`src/rtl/core_step_ctrl_if.sv`:
```
// Core-side bus of the picoMIPS run/step controller: enable, data in/out, address, result.
// The breakpoint address member exists only when STEP_CTRL_BKPT_EN is defined.
`timescale 1ns/1ps
interface core_step_ctrl_if #(
  parameter int unsigned DW = 8,
  parameter int unsigned AW = 2
);
  logic          core_en_o;
  logic [DW-1:0] core_data_o;
  logic [DW-1:0] core_data_i;
  logic [AW-1:0] core_addr_i;
  logic [DW-1:0] result_o;
  logic          result_valid_o;
`ifdef STEP_CTRL_BKPT_EN
  logic [AW-1:0] bkpt_addr_i;

  modport slave (
    output core_en_o, core_data_o, result_o, result_valid_o,
    input  core_data_i, core_addr_i, bkpt_addr_i
  );
  modport master (
    input  core_en_o, core_data_o, result_o, result_valid_o,
    output core_data_i, core_addr_i, bkpt_addr_i
  );
`else
  modport slave (
    output core_en_o, core_data_o, result_o, result_valid_o,
    input  core_data_i, core_addr_i
  );
  modport master (
    input  core_en_o, core_data_o, result_o, result_valid_o,
    output core_data_i, core_addr_i
  );
`endif
endinterface

```
`src/rtl/core_step_ctrl.sv`:
```
// Run/step sequencer for the picoMIPS core: key conditioning, clock-enable FSM,
// input-data latch and result capture. Optional breakpoint halt: STEP_CTRL_BKPT_EN.
`timescale 1ns/1ps
module core_step_ctrl #(
  parameter int unsigned DW          = 8,
  parameter int unsigned AW          = 2,
  parameter int unsigned DIV_W       = 22,
  parameter int unsigned DB_W        = 16,
  parameter int unsigned RESULT_ADDR = 3
) (
  input  logic          clk_i,
  input  logic          n_rst_i,
  input  logic          run_mode_i,
  input  logic          step_key_n_i,
  input  logic          load_key_n_i,
  input  logic [DW-1:0] sw_data_i,
  output logic [1:0]    state_o,
  core_step_ctrl_if.slave bus
);

  typedef enum logic [1:0] {
    ST_HALT = 2'b00,
    ST_RUN  = 2'b01,
    ST_STEP = 2'b10
  } state_e;

  state_e          state_q, state_d;
  logic [1:0]      run_sync_q, run_sync_d;
  logic [1:0]      step_sync_q, step_sync_d;
  logic [1:0]      load_sync_q, load_sync_d;
  logic [DB_W-1:0] step_cnt_q, step_cnt_d;
  logic [DB_W-1:0] load_cnt_q, load_cnt_d;
  logic            step_db_q, step_db_d;
  logic            load_db_q, load_db_d;
  logic [DIV_W-1:0] presc_q, presc_d;
  logic            core_en_q, core_en_d;
  logic            en_dly_q, en_dly_d;
  logic [DW-1:0]   core_data_q, core_data_d;
  logic [DW-1:0]   result_q, result_d;
  logic            valid_q, valid_d;
  logic            bkpt_q, bkpt_d;
  logic            run_c, step_evt_c, load_evt_c, block_c, bkpt_hit_c;

  // Synchronisers and debounce: a pending level change must persist until the counter saturates
  always_comb begin
    run_sync_d  = {run_sync_q[0],  run_mode_i};
    step_sync_d = {step_sync_q[0], step_key_n_i};
    load_sync_d = {load_sync_q[0], load_key_n_i};

    step_cnt_d = step_cnt_q;
    step_db_d  = step_db_q;
    if (step_sync_q[1] == step_db_q) begin
      step_cnt_d = '0;
    end else if (step_cnt_q == '1) begin
      step_db_d  = step_sync_q[1];
      step_cnt_d = '0;
    end else begin
      step_cnt_d = step_cnt_q + DB_W'(1);
    end

    load_cnt_d = load_cnt_q;
    load_db_d  = load_db_q;
    if (load_sync_q[1] == load_db_q) begin
      load_cnt_d = '0;
    end else if (load_cnt_q == '1) begin
      load_db_d  = load_sync_q[1];
      load_cnt_d = '0;
    end else begin
      load_cnt_d = load_cnt_q + DB_W'(1);
    end
  end

  assign run_c      = run_sync_q[1];
  assign step_evt_c = step_db_q & ~step_db_d;
  assign load_evt_c = load_db_q & ~load_db_d;

`ifdef STEP_CTRL_BKPT_EN
  assign block_c    = bkpt_q;
  assign bkpt_hit_c = en_dly_q && (bus.core_addr_i == bus.bkpt_addr_i);
`else
  assign block_c    = 1'b0;
  assign bkpt_hit_c = 1'b0;
`endif

  // Sequencer: core_en_d is the registered enable for the following cycle
  always_comb begin
    state_d   = state_q;
    presc_d   = presc_q;
    core_en_d = 1'b0;
    bkpt_d    = bkpt_q;
    if (!run_c) bkpt_d = 1'b0;

    case (state_q)
      ST_HALT: begin
        presc_d = '0;
        if (run_c && !block_c) begin
          state_d = ST_RUN;
        end else if (step_evt_c) begin
          state_d   = ST_STEP;
          core_en_d = 1'b1;
        end
      end
      ST_STEP: begin
        state_d = (run_c && !block_c) ? ST_RUN : ST_HALT;
      end
      ST_RUN: begin
        if (!run_c) begin
          state_d = ST_HALT;
          presc_d = '0;
        end else if (bkpt_hit_c) begin
          state_d = ST_HALT;
          presc_d = '0;
          bkpt_d  = 1'b1;
        end else begin
          presc_d   = presc_q + DIV_W'(1);
          core_en_d = (presc_q == '1);
        end
      end
      default: begin
        state_d = ST_HALT;
        presc_d = '0;
      end
    endcase
  end

  // Input latch and result capture; a load invalidates any result taken for older data
  always_comb begin
    en_dly_d    = core_en_q;
    core_data_d = load_evt_c ? sw_data_i : core_data_q;
    result_d    = result_q;
    valid_d     = valid_q;
    if (en_dly_q && (bus.core_addr_i == AW'(RESULT_ADDR))) begin
      result_d = bus.core_data_i;
      valid_d  = 1'b1;
    end
    if (load_evt_c) valid_d = 1'b0;
  end

  always_ff @(posedge clk_i or negedge n_rst_i) begin
    if (!n_rst_i) begin
      state_q     <= ST_HALT;
      run_sync_q  <= 2'b00;
      step_sync_q <= 2'b11;
      load_sync_q <= 2'b11;
      step_cnt_q  <= '0;
      load_cnt_q  <= '0;
      step_db_q   <= 1'b1;
      load_db_q   <= 1'b1;
      presc_q     <= '0;
      core_en_q   <= 1'b0;
      en_dly_q    <= 1'b0;
      core_data_q <= '0;
      result_q    <= '0;
      valid_q     <= 1'b0;
      bkpt_q      <= 1'b0;
    end else begin
      state_q     <= state_d;
      run_sync_q  <= run_sync_d;
      step_sync_q <= step_sync_d;
      load_sync_q <= load_sync_d;
      step_cnt_q  <= step_cnt_d;
      load_cnt_q  <= load_cnt_d;
      step_db_q   <= step_db_d;
      load_db_q   <= load_db_d;
      presc_q     <= presc_d;
      core_en_q   <= core_en_d;
      en_dly_q    <= en_dly_d;
      core_data_q <= core_data_d;
      result_q    <= result_d;
      valid_q     <= valid_d;
      bkpt_q      <= bkpt_d;
    end
  end

  assign state_o            = state_q;
  assign bus.core_en_o      = core_en_q;
  assign bus.core_data_o    = core_data_q;
  assign bus.result_o       = result_q;
  assign bus.result_valid_o = valid_q;

endmodule

```
`src/flat_wrapper.sv`:
```
// flat-port wrapper written by rule: the top's interface ports become plain ports
module core_step_ctrl_flat 
#(
  parameter int unsigned DW          = 8,
  parameter int unsigned AW          = 2,
  parameter int unsigned DIV_W       = 22,
  parameter int unsigned DB_W        = 16,
  parameter int unsigned RESULT_ADDR = 3
)
  (clk_i, n_rst_i, run_mode_i, step_key_n_i, load_key_n_i, sw_data_i, state_o, bus_core_en_o, bus_core_data_o, bus_result_o, bus_result_valid_o, bus_core_data_i, bus_core_addr_i);
  core_step_ctrl_if #(.DW(DW), .AW(AW)) bus_i ();
  input  logic clk_i;
  input  logic n_rst_i;
  input  logic run_mode_i;
  input  logic step_key_n_i;
  input  logic load_key_n_i;
  input  logic [DW-1:0] sw_data_i;
  output logic [1:0] state_o;
  output wire logic [$bits(bus_i.core_en_o)-1:0] bus_core_en_o;
  output wire logic [$bits(bus_i.core_data_o)-1:0] bus_core_data_o;
  output wire logic [$bits(bus_i.result_o)-1:0] bus_result_o;
  output wire logic [$bits(bus_i.result_valid_o)-1:0] bus_result_valid_o;
  input wire logic [$bits(bus_i.core_data_i)-1:0] bus_core_data_i;
  input wire logic [$bits(bus_i.core_addr_i)-1:0] bus_core_addr_i;
  assign bus_core_en_o = bus_i.core_en_o;
  assign bus_core_data_o = bus_i.core_data_o;
  assign bus_result_o = bus_i.result_o;
  assign bus_result_valid_o = bus_i.result_valid_o;
  assign bus_i.core_data_i = bus_core_data_i;
  assign bus_i.core_addr_i = bus_core_addr_i;
  core_step_ctrl #(.DW(DW), .AW(AW), .DIV_W(DIV_W), .DB_W(DB_W), .RESULT_ADDR(RESULT_ADDR)) u_core (.clk_i(clk_i), .n_rst_i(n_rst_i), .run_mode_i(run_mode_i), .step_key_n_i(step_key_n_i), .load_key_n_i(load_key_n_i), .sw_data_i(sw_data_i), .state_o(state_o), .bus(bus_i));
endmodule
```
`config.mk`:
```
export PLATFORM = sky130hd
export DESIGN_NAME = core_step_ctrl_flat
export DESIGN_NICKNAME = d
export VERILOG_FILES = /design/src/rtl/core_step_ctrl_if.sv /design/src/rtl/core_step_ctrl.sv /design/src/flat_wrapper.sv
export SDC_FILE = /design/constraint.sdc
export NUM_CORES = 1
export LEC_CHECK = 0
export BUFFER_PORTS_ARGS = -buffer_cell sky130_fd_sc_hd__buf_2
export CORE_MARGIN = 4
export CORE_UTILIZATION = 40
export CTS_CLUSTER_SIZE = 25
export DETAILED_ROUTE_END_ITERATION = 10
export MAX_ROUTING_LAYER = met4
export SLEW_MARGIN = 20
export SYNTH_ARGS = -nofsm -noshare
export SYNTH_HDL_FRONTEND = slang
export SYNTH_SLANG_ARGS = --single-unit
```
`constraint.sdc`:
```
create_clock -name clk_i -period 2.35 [get_ports clk_i]
set_clock_uncertainty 0.15 [all_clocks]
set_input_delay 0.47 -clock clk_i [delete_from_list [all_inputs] [get_ports clk_i]]
set_output_delay 0.47 -clock clk_i [all_outputs]
set_load 0.005 [all_outputs]
```
Yosys cells after proc, flatten, opt, wreduce, memory -nomap -nowiden. Cells that the tools add are included. Widths: inputs -> output; s select.

Register bits: 83. Input port bits: 23. Output and inout port bits: 20. Logic and storage cells: 56.

$add $sub $neg: 3. Eq/ne operators: 10. Muxes and demuxes: 21. Bitwise operators: 4. Reductions and logical operators: 4.

Operators with widths (count): $mux 16 (4); $pmux 22 s2 (1); $add 16x1->16 const B (2); $eq 16x16->1 const B (2); $add 22x1->22 const B (1); $eq 22x22->1 const B (1); $mux 22 (1); $mux 1 (10); $mux 2 (3); $pmux 2 s3 (1); $eq 2x2->1 const B (2); $ne 3x1->1 const B (1); $and 1x1->1 (2); $eq 1x1->1 (2); $eq 2x1->1 const B (1); $logic_not 2->1 (1); $ne 2x2->1 const B (1); $not 1->1 (2); $pmux 1 s2 (1); $reduce_and 2->1 (1); $reduce_bool 2->1 (1); $logic_and 1x1->1 (1).

Longest topological paths before layout. Gate-level depths: netlist of run 1.

Depth after elaboration: 8. Depth in mapped cells: 6. Depth with buffers taken out: 5.

Worst setup path after synthesis of run 1. Ideal clock, no wire load.

Kind: flip-flop to flip-flop. Start: register u_core.load_cnt_q[0]. End: register u_core.core_data_q[0] (netlist: u_core.bus.core_data_o[0]). Library setup time: 0.125 ns. Arrival: 2.141 ns. Required time: 2.075 ns. Slack: -0.066 ns. Stages on the path, launching flop included: 7. Buffers on the path: 1. Clock period less this slack: 2.416 ns. Cell sequence: dfrtp_1 ha_1 nand3_4 or4_1 or4b_1 buf_6 mux2_4.

Word-level cells in the longest chain between the ends: 5.

RTL lines: from (decl) (RTL line core_step_ctrl.sv:32) `logic [DB_W-1:0] load_cnt_q, load_cnt_d;`; from (signal assigned) (RTL line core_step_ctrl.sv:162) `load_cnt_q <= load_cnt_d;`; $eq 16x16->1 (RTL line core_step_ctrl.sv:65) `end else if (load_cnt_q == '1) begin`; $mux 1 (RTL line core_step_ctrl.sv:65); $mux 1 (RTL line core_step_ctrl.sv:63) `if (load_sync_q[1] == load_db_q) begin`; $not 1->1 (RTL line core_step_ctrl.sv:75) `assign load_evt_c = load_db_q & ~load_db_d;`; $and 1x1->1 (RTL line core_step_ctrl.sv:75); to (signal assigned) (RTL line core_step_ctrl.sv:168) `core_data_q <= core_data_d;`; to (decl) (RTL line core_step_ctrl.sv:38) `logic [DW-1:0] core_data_q, core_data_d;`.

No other way between the ends. A chain may end at the register's enable or synchronous reset.

Worst setup path after layout of run 1.
Start: register u_core.load_cnt_q[1]. End: register u_core.core_data_q[5] (netlist: u_core.bus.core_data_o[5]).

Same word-level chain as after synthesis.

==> results.json, run 1 <==
{
  "post-route-min-period_ns": 2.38,
  "pin_count": 43,
  "drt-vias-per-instance": 5.09,
  "status": "finished with violations",
  "grt_use_total_pct": 14.0,
  "netlist.area_leader.share_pct": 50.8,
  "clock-sinks": 83,
  "ff2ff_setup_slack_ns": -0.03,
  "setup_viol": 8,
  "syn_area_um2": 3790,
  "drive_gt1_share_pct": 25.1,
  "detail_route.first_pass.iterations": 5,
  "synth_top_flop_cell": "dfrtp_1",
  "drt_iter0_markers": 142,
  "dp_worst_setup_slack_ns": -0.0773,
  "initial_core_util_pct": 41.1,
  "r2r_cells": 6,
  "worstPathRequired_ns": 2.42,
  "rsz0062_at_grt": "yes",
  "power.share.combinational_pct": 5.0,
  "cap_viol_max_count": 0,
  "critPathCapture": "u_core.bus.core_data_o[5]",
  "root_buffer": "clkbuf_8",
  "crit_start": "u_core.load_cnt_q[1]",
  "cts_htree_levels": 3,
  "crit_fanout": 9,
  "via_count": 2806,
  "start_kind": "flip-flop",
  "synth-seq-cells": 83,
  "final_nets": 443,
  "dp_hpwl_um": 5000,
  "hold_depth": 1,
  "numCtsBuffers": 9,
  "die_h_um": 105,
  "p_leak_nw": 1.99,
  "synth_area_per_cell_um2": 10.7,
  "clk_pin_slew_ns": 0.09,
  "cp-end-kind": "flip-flop",
  "synth-async-reset-ratio_pct": 100,
  "p_switching_uw": 596,
  "layout_commonest_cell": "dfrtp_1",
  "finalMaxSlewViolations": 0,
  "layout_common_cells": "dfrtp_1 (77), nor2_1 (42), buf_2 (41)",
  "violations": "negative setup slack",
  "ir_worst_vdd_v": 0.000361,
  "power_frac_clock_pct": 41.3,
  "fp.coreArea_um2": 9240,
  "antenna_left": 0,
  "rows": 35,
  "r2r_start": "u_core.load_cnt_q[1]",
  "insertion_delay_ns": 0.34,
  "swShare_pct": 21.8,
  "intPower_mw": 2.14,
  "power_mw": 2.74,
  "ys_warn_count": 0,
  "worstPathArrival_ns": 2.45,
  "synthCells": 355,
  "slew_headroom_pct": 58.9,
  "die_x_um": 105,
  "setup_slack_ns": -0.0346,
  "antenna_found_initial": 0,
  "hold_path.class": "in2reg",
  "cts_tree": "yes",
  "synth_edf_count": 0,
  "r2r_end": "u_core.bus.core_data_o[5]",
  "grt_pass1_vias": 2757,
  "path_class": "reg2reg",
  "syn_nets": 381,
  "wire_per_inst_um": 12.9,
  "grt_max_degree": 36,
  "area_growth_pct": 19.4,
  "fp.dieArea_um2": 11100,
  "wl_um": 7120,
  "synth.distinct_cells": 48,
  "finalHoldViolations": 0,
  "power_density_nw_per_um2": 605,
  "fmax_ghz": 0.419,
  "grt_pass1_wl_um": 12500,
  "drcViolationCount": 0,
  "p_seq_share_pct": 53.8,
  "port_buffers": 42,
  "cts_buffer_depth": 2,
  "synthTopCellsByArea": "dfrtp_1 (51%), xnor2_1 (4.6%), dfstp_2 (4.2%), nor2_1 (4.2%), mux2_4 (3.2%)",
  "seq_area_frac_synth_pct": 54.9,
  "overflow": 0,
  "diodes": 0,
  "synth_area_leader_cell": "dfrtp_1",
  "period_share_pct": 101,
  "tightest_slew_ns": 0.615,
  "gp_congestion": 0.775
}
synth_stat cells (2+ instances only):
master	count
ha_1	3
dfstp_2	6
nand3b_1	2
o21ai_0	16
nand2_1	28
a31oi_1	6
mux2_4	8
nor3_1	9
xor2_1	9
mux2_2	10
dfrtp_1	77
o211ai_1	5
and4_1	3
clkbuf_1	7
a21oi_1	10
xnor2_1	20
o31ai_1	2
and3_1	4
nand3_1	19
nand4_1	13
or3_1	4
o311ai_0	2
o22ai_1	2
or4_1	7
or4b_1	2
o41ai_1	2
a21boi_0	2
buf_2	2
nor4_1	5
inv_1	11
nor2_1	42
per-layer routing:
metal / part of all wire (%) / global-route usage (%) / up-vias / wire (um)
met5: 0 / - / - / 0
met4: 0.60 / 4.12 / 0 / 43
met3: 4.0 / 3.67 / 2 / 287
met2: 45 / 21.7 / 57 / 3230
met1: 50 / 18.1 / 1353 / 3560
li1: - / - / 1394 / -
power groups by stage:
stage	clock network (mW)	logic, mW	registers, mW
global placement	0	0.132	1.50
detailed placement	0	0.133	1.50
floorplan	0	0.0516	1.50
finish	1.13	0.136	1.47
CTS	1.18	0.138	1.47
global route	1.24	0.156	1.48
worst min path at each step:
| stage | end | from | slack, ns |
|---|---|---|---|
| 3_5_place_dp | u_core.run_sync_q[1] | u_core.run_sync_q[0] | 0.19 |
| 4_1_cts | u_core.load_sync_q[0] | load_key_n_i | 0.05 |
| 3_3_place_gp | u_core.run_sync_q[1] | u_core.run_sync_q[0] | 0.19 |
| 2_1_floorplan | u_core.bus.core_data_o[0] | n_rst_i | 0.02 |
| 5_1_grt | u_core.load_sync_q[0] | load_key_n_i | 0.04 |
| 6_report | u_core.load_sync_q[0] | load_key_n_i | 0.07 |
logic make-up after synthesis:
kind of cell	count (synthesis)	synth area share, %
flops	83	54.9
buf+inv	22	2.44
compound gates	54	8.97
xor+xnor	29	6.70
fa+ha+maj	3	0.990
mux	18	6.13
simple gates	146	19.8
state kept, by name (all words and copies together) (netlist names):
signal,cells
u_core.state_o,2
u_core.presc_q,22
u_core.load_cnt_q,16
u_core.bus.core_data_o,8
u_core.step_sync_q,2
u_core.run_sync_q,2
u_core.load_sync_q,2
u_core.bus.result_o,8
u_core.bus.core_en_o,1
u_core.load_db_q,1
u_core.en_dly_q,1
u_core.step_cnt_q,16
u_core.step_db_q,1
u_core.bus.result_valid_o,1
what timing repair did:
action	4_1_cts	5_1_grt
pin swaps	0	0
setup buffers	1	1
endpoints found under the setup margin	8	9
resized for setup	2	0
hold buffers	1	0
hold endpoints to repair	29	0
through the flow:
| stage | TNS, ns | instance area, um2 | utilization, % | instances | hold slack (ns) |
|---|---|---|---|---|---|
| finish | -0.220 | 4530 | 49.0 | 551 | 0.0700 |
| global route | -0.484 | 4530 | 49.0 | 551 | 0.0392 |
| CTS | -0.316 | 4520 | 48.9 | 550 | 0.0452 |
| detailed placement | -0.590 | 4270 | 46.2 | 532 | 0.186 |
| global placement | -0.324 | 4270 | 46.2 | 532 | 0.186 |
| floorplan | -0.0732 | 3810 | - | 355 | 0.0244 |
critical path, cell delays in order, from the launching register on:
cell	delay (ns)
dfrtp_1	0.40
ha_4	0.16
nand3_4	0.05
or4_1	0.51
or4b_4	0.53
buf_6	0.17
mux2_4	0.29
cell type report:
cell class | instances | area (um2)
fill | 836 | 4710
sequential | 83 | 2080
multi-input combinational | 250 | 1630
timing repair buffer | 62 | 382
tap | 129 | 161
clock buffer | 10 | 138
clock inverter | 6 | 88.8
inverter | 11 | 41.3
Power figures use the tool's default switching activity.
==> inputs of run 2 (changes only) <==
--- a/config.mk
+++ b/config.mk
@@ -10,8 +10,10 @@
 export CORE_UTILIZATION = 40
 export CTS_CLUSTER_SIZE = 25
 export DETAILED_ROUTE_END_ITERATION = 10
+export HOLD_SLACK_MARGIN = 0.12
 export MAX_ROUTING_LAYER = met4
-export SLEW_MARGIN = 20
+export PLACE_DENSITY = 0.71
+export SLEW_MARGIN = 5
 export SYNTH_ARGS = -nofsm -noshare
 export SYNTH_HDL_FRONTEND = slang
 export SYNTH_SLANG_ARGS = --single-unit
==> results.json, run 2 (synthesis results as in run 1) <==
{
  "crit_fanout": 5,
  "top_register": "u_core.presc_q",
  "period_share_pct": 101,
  "grt_use_total_pct": 14.6,
  "wl_met2_um": 3600,
  "wl_met3_um": 292,
  "cts_buffer_depth": 2,
  "clock-sinks": 83,
  "fillers": 861,
  "via_count": 2858,
  "drcViolationCount": 0,
  "die_x_um": 105,
  "final_area_um2": 4540,
  "layout_common_cells": "dfrtp_1 (77), nor2_1 (42), buf_2 (42)",
  "finalHoldViolations": 0,
  "rows": 35,
  "layout_commonest_cell": "dfrtp_1",
  "pin_count": 43,
  "start_kind": "flip-flop",
  "port_buffers": 42,
  "placed_area_um2": 4280,
  "violations": "negative setup slack",
  "wire_per_inst_um": 13.0,
  "diodes": 0,
  "power_density_nw_per_um2": 558,
  "grt_pass1_vias": 2902,
  "path_class": "reg2reg",
  "fin_tns_setup_ns": -0.0582,
  "cp-end-kind": "flip-flop",
  "setup_slack_ns": -0.0163,
  "multi_input_area_um2": 1640,
  "dr.max_layer_used": "met4",
  "worstPathArrival_ns": 2.46,
  "drt-met1-wl_um": 3300,
  "drt_iter0_markers": 121,
  "fp.coreArea_um2": 9240,
  "post-route-min-period_ns": 2.37,
  "drive_gt1_share_pct": 25.5,
  "antenna_left": 0,
  "setup_viol": 5,
  "rsz0062_at_grt": "yes",
  "seq_area_um2": 2080,
  "root_buffer": "clkbuf_8",
  "cap_viol_max_count": 0,
  "grt_pass1_wl_um": 13100,
  "dpl.cell_count": 533,
  "fin_cells": 557,
  "worstPathRequired_ns": 2.44,
  "clk_pin_slew_ns": 0.10,
  "fp.dieArea_um2": 11100,
  "power_mw": 2.53,
  "grt_max_degree": 50,
  "tightest_slew_ns": 0.511,
  "gp_congestion": 0.802,
  "die_h_um": 105,
  "numCtsBuffers": 9,
  "area_growth_pct": 19.6,
  "cts_htree_levels": 3,
  "antenna_found_initial": 0,
  "slew_headroom_pct": 65.9,
  "fmax_ghz": 0.423,
  "dp_worst_setup_slack_ns": -0.0577,
  "ir_worst_vdd_v": 0.000323,
  "hold_path.class": "in2reg",
  "drt-vias-per-instance": 5.13,
  "final_nets": 449,
  "insertion_delay_ns": 0.36,
  "p_leak_nw": 2.00,
  "wl_um": 7270,
  "cts_tree": "yes",
  "overflow": 0,
  "status": "finished with violations",
  "top_regs": "u_core.presc_q x22, u_core.load_cnt_q x16, u_core.step_cnt_q x16",
  "initial_core_util_pct": 41.1,
  "dp_hpwl_um": 5110,
  "finalMaxSlewViolations": 0,
  "detail_route.first_pass.iterations": 5,
  "largest_reg_flops": 22
}
==> run 2: changes by cell type in the layout (fill, tap and decap cells not counted), sizes merged <==
cell | previous run | this run
bufinv | 2 | 0
buf | 61 | 64
clkinv | 2 | 3
inv | 11 | 12
dlygate4sd3 | 1 | 4
==> run 2: final timing paths <==
kind	endpoint	startpoint	cells past startpoint	slack, ns
setup reg to reg	u_core.bus.core_data_o[1]	u_core.load_cnt_q[1]	6	-0.02
min in group asynchronous	u_core.bus.result_o[4]	n_rst_i	2	0.46
hold / removal	u_core.bus.core_data_o[3]	sw_data_i[3]	2	0.19
max in group asynchronous	u_core.load_sync_q[0]	n_rst_i	3	0.93
hold reg to reg	u_core.load_sync_q[1]	u_core.load_sync_q[0]	0	0.21
setup / recovery	u_core.bus.core_data_o[1]	u_core.load_cnt_q[1]	6	-0.02
==> run 2: cell type report <==
cell class	instances	area share (%)
repair buffers	68	9.60
flip-flops and latches	83	45.9
inverters	11	0.910
multi-input cells	250	36.1
clock buffers	10	2.81
clock inverters	6	1.10
well taps	129	3.56
==> run 2: power breakdown <==
part / total, mW / internal, mW / switching, mW
Clock: 0.916 / 0.393 / 0.523
Combinational: 0.141 / 0.0663 / 0.0745
Sequential: 1.47 / 1.45 / 0.0204
Total: 2.53 / 1.91 / 0.618
==> run 2: per-stage QoR <==
| step | utilization (%) | hold WS (ns) |
|---|---|---|
| CTS | 49.0 | 0.174 |
| finish | 49.1 | 0.187 |
| detailed placement | 46.3 | 0.199 |
| global route | 49.1 | 0.164 |
| floorplan | - | 0.0244 |
| global placement | 46.3 | 0.187 |
==> run 2: repair_timing <==
action / CTS / global route
hold buffers: 4 / 0
gates cloned: 1 / 1
setup endpoints to repair: 8 / 19
gates resized for setup: 4 / 4
pin swaps: 1 / 3
endpoints found under the hold margin: 34 / 0
buffers inserted: 2 / 0
==> run 2: critical path, stage by stage, from the launching register on <==
cell	delay [ns]
dfrtp_1	0.41
ha_4	0.17
nand3_4	0.05
or4_1	0.47
or4b_4	0.56
buf_6	0.16
mux2_4	0.29
==> run 2: layer usage <==
layer  GRT usage [%]  vias up
li1                -     1410
met1            17.3     1394
met2            24.6       48
met3            4.04        6
met4            3.66        0
met5               -        -
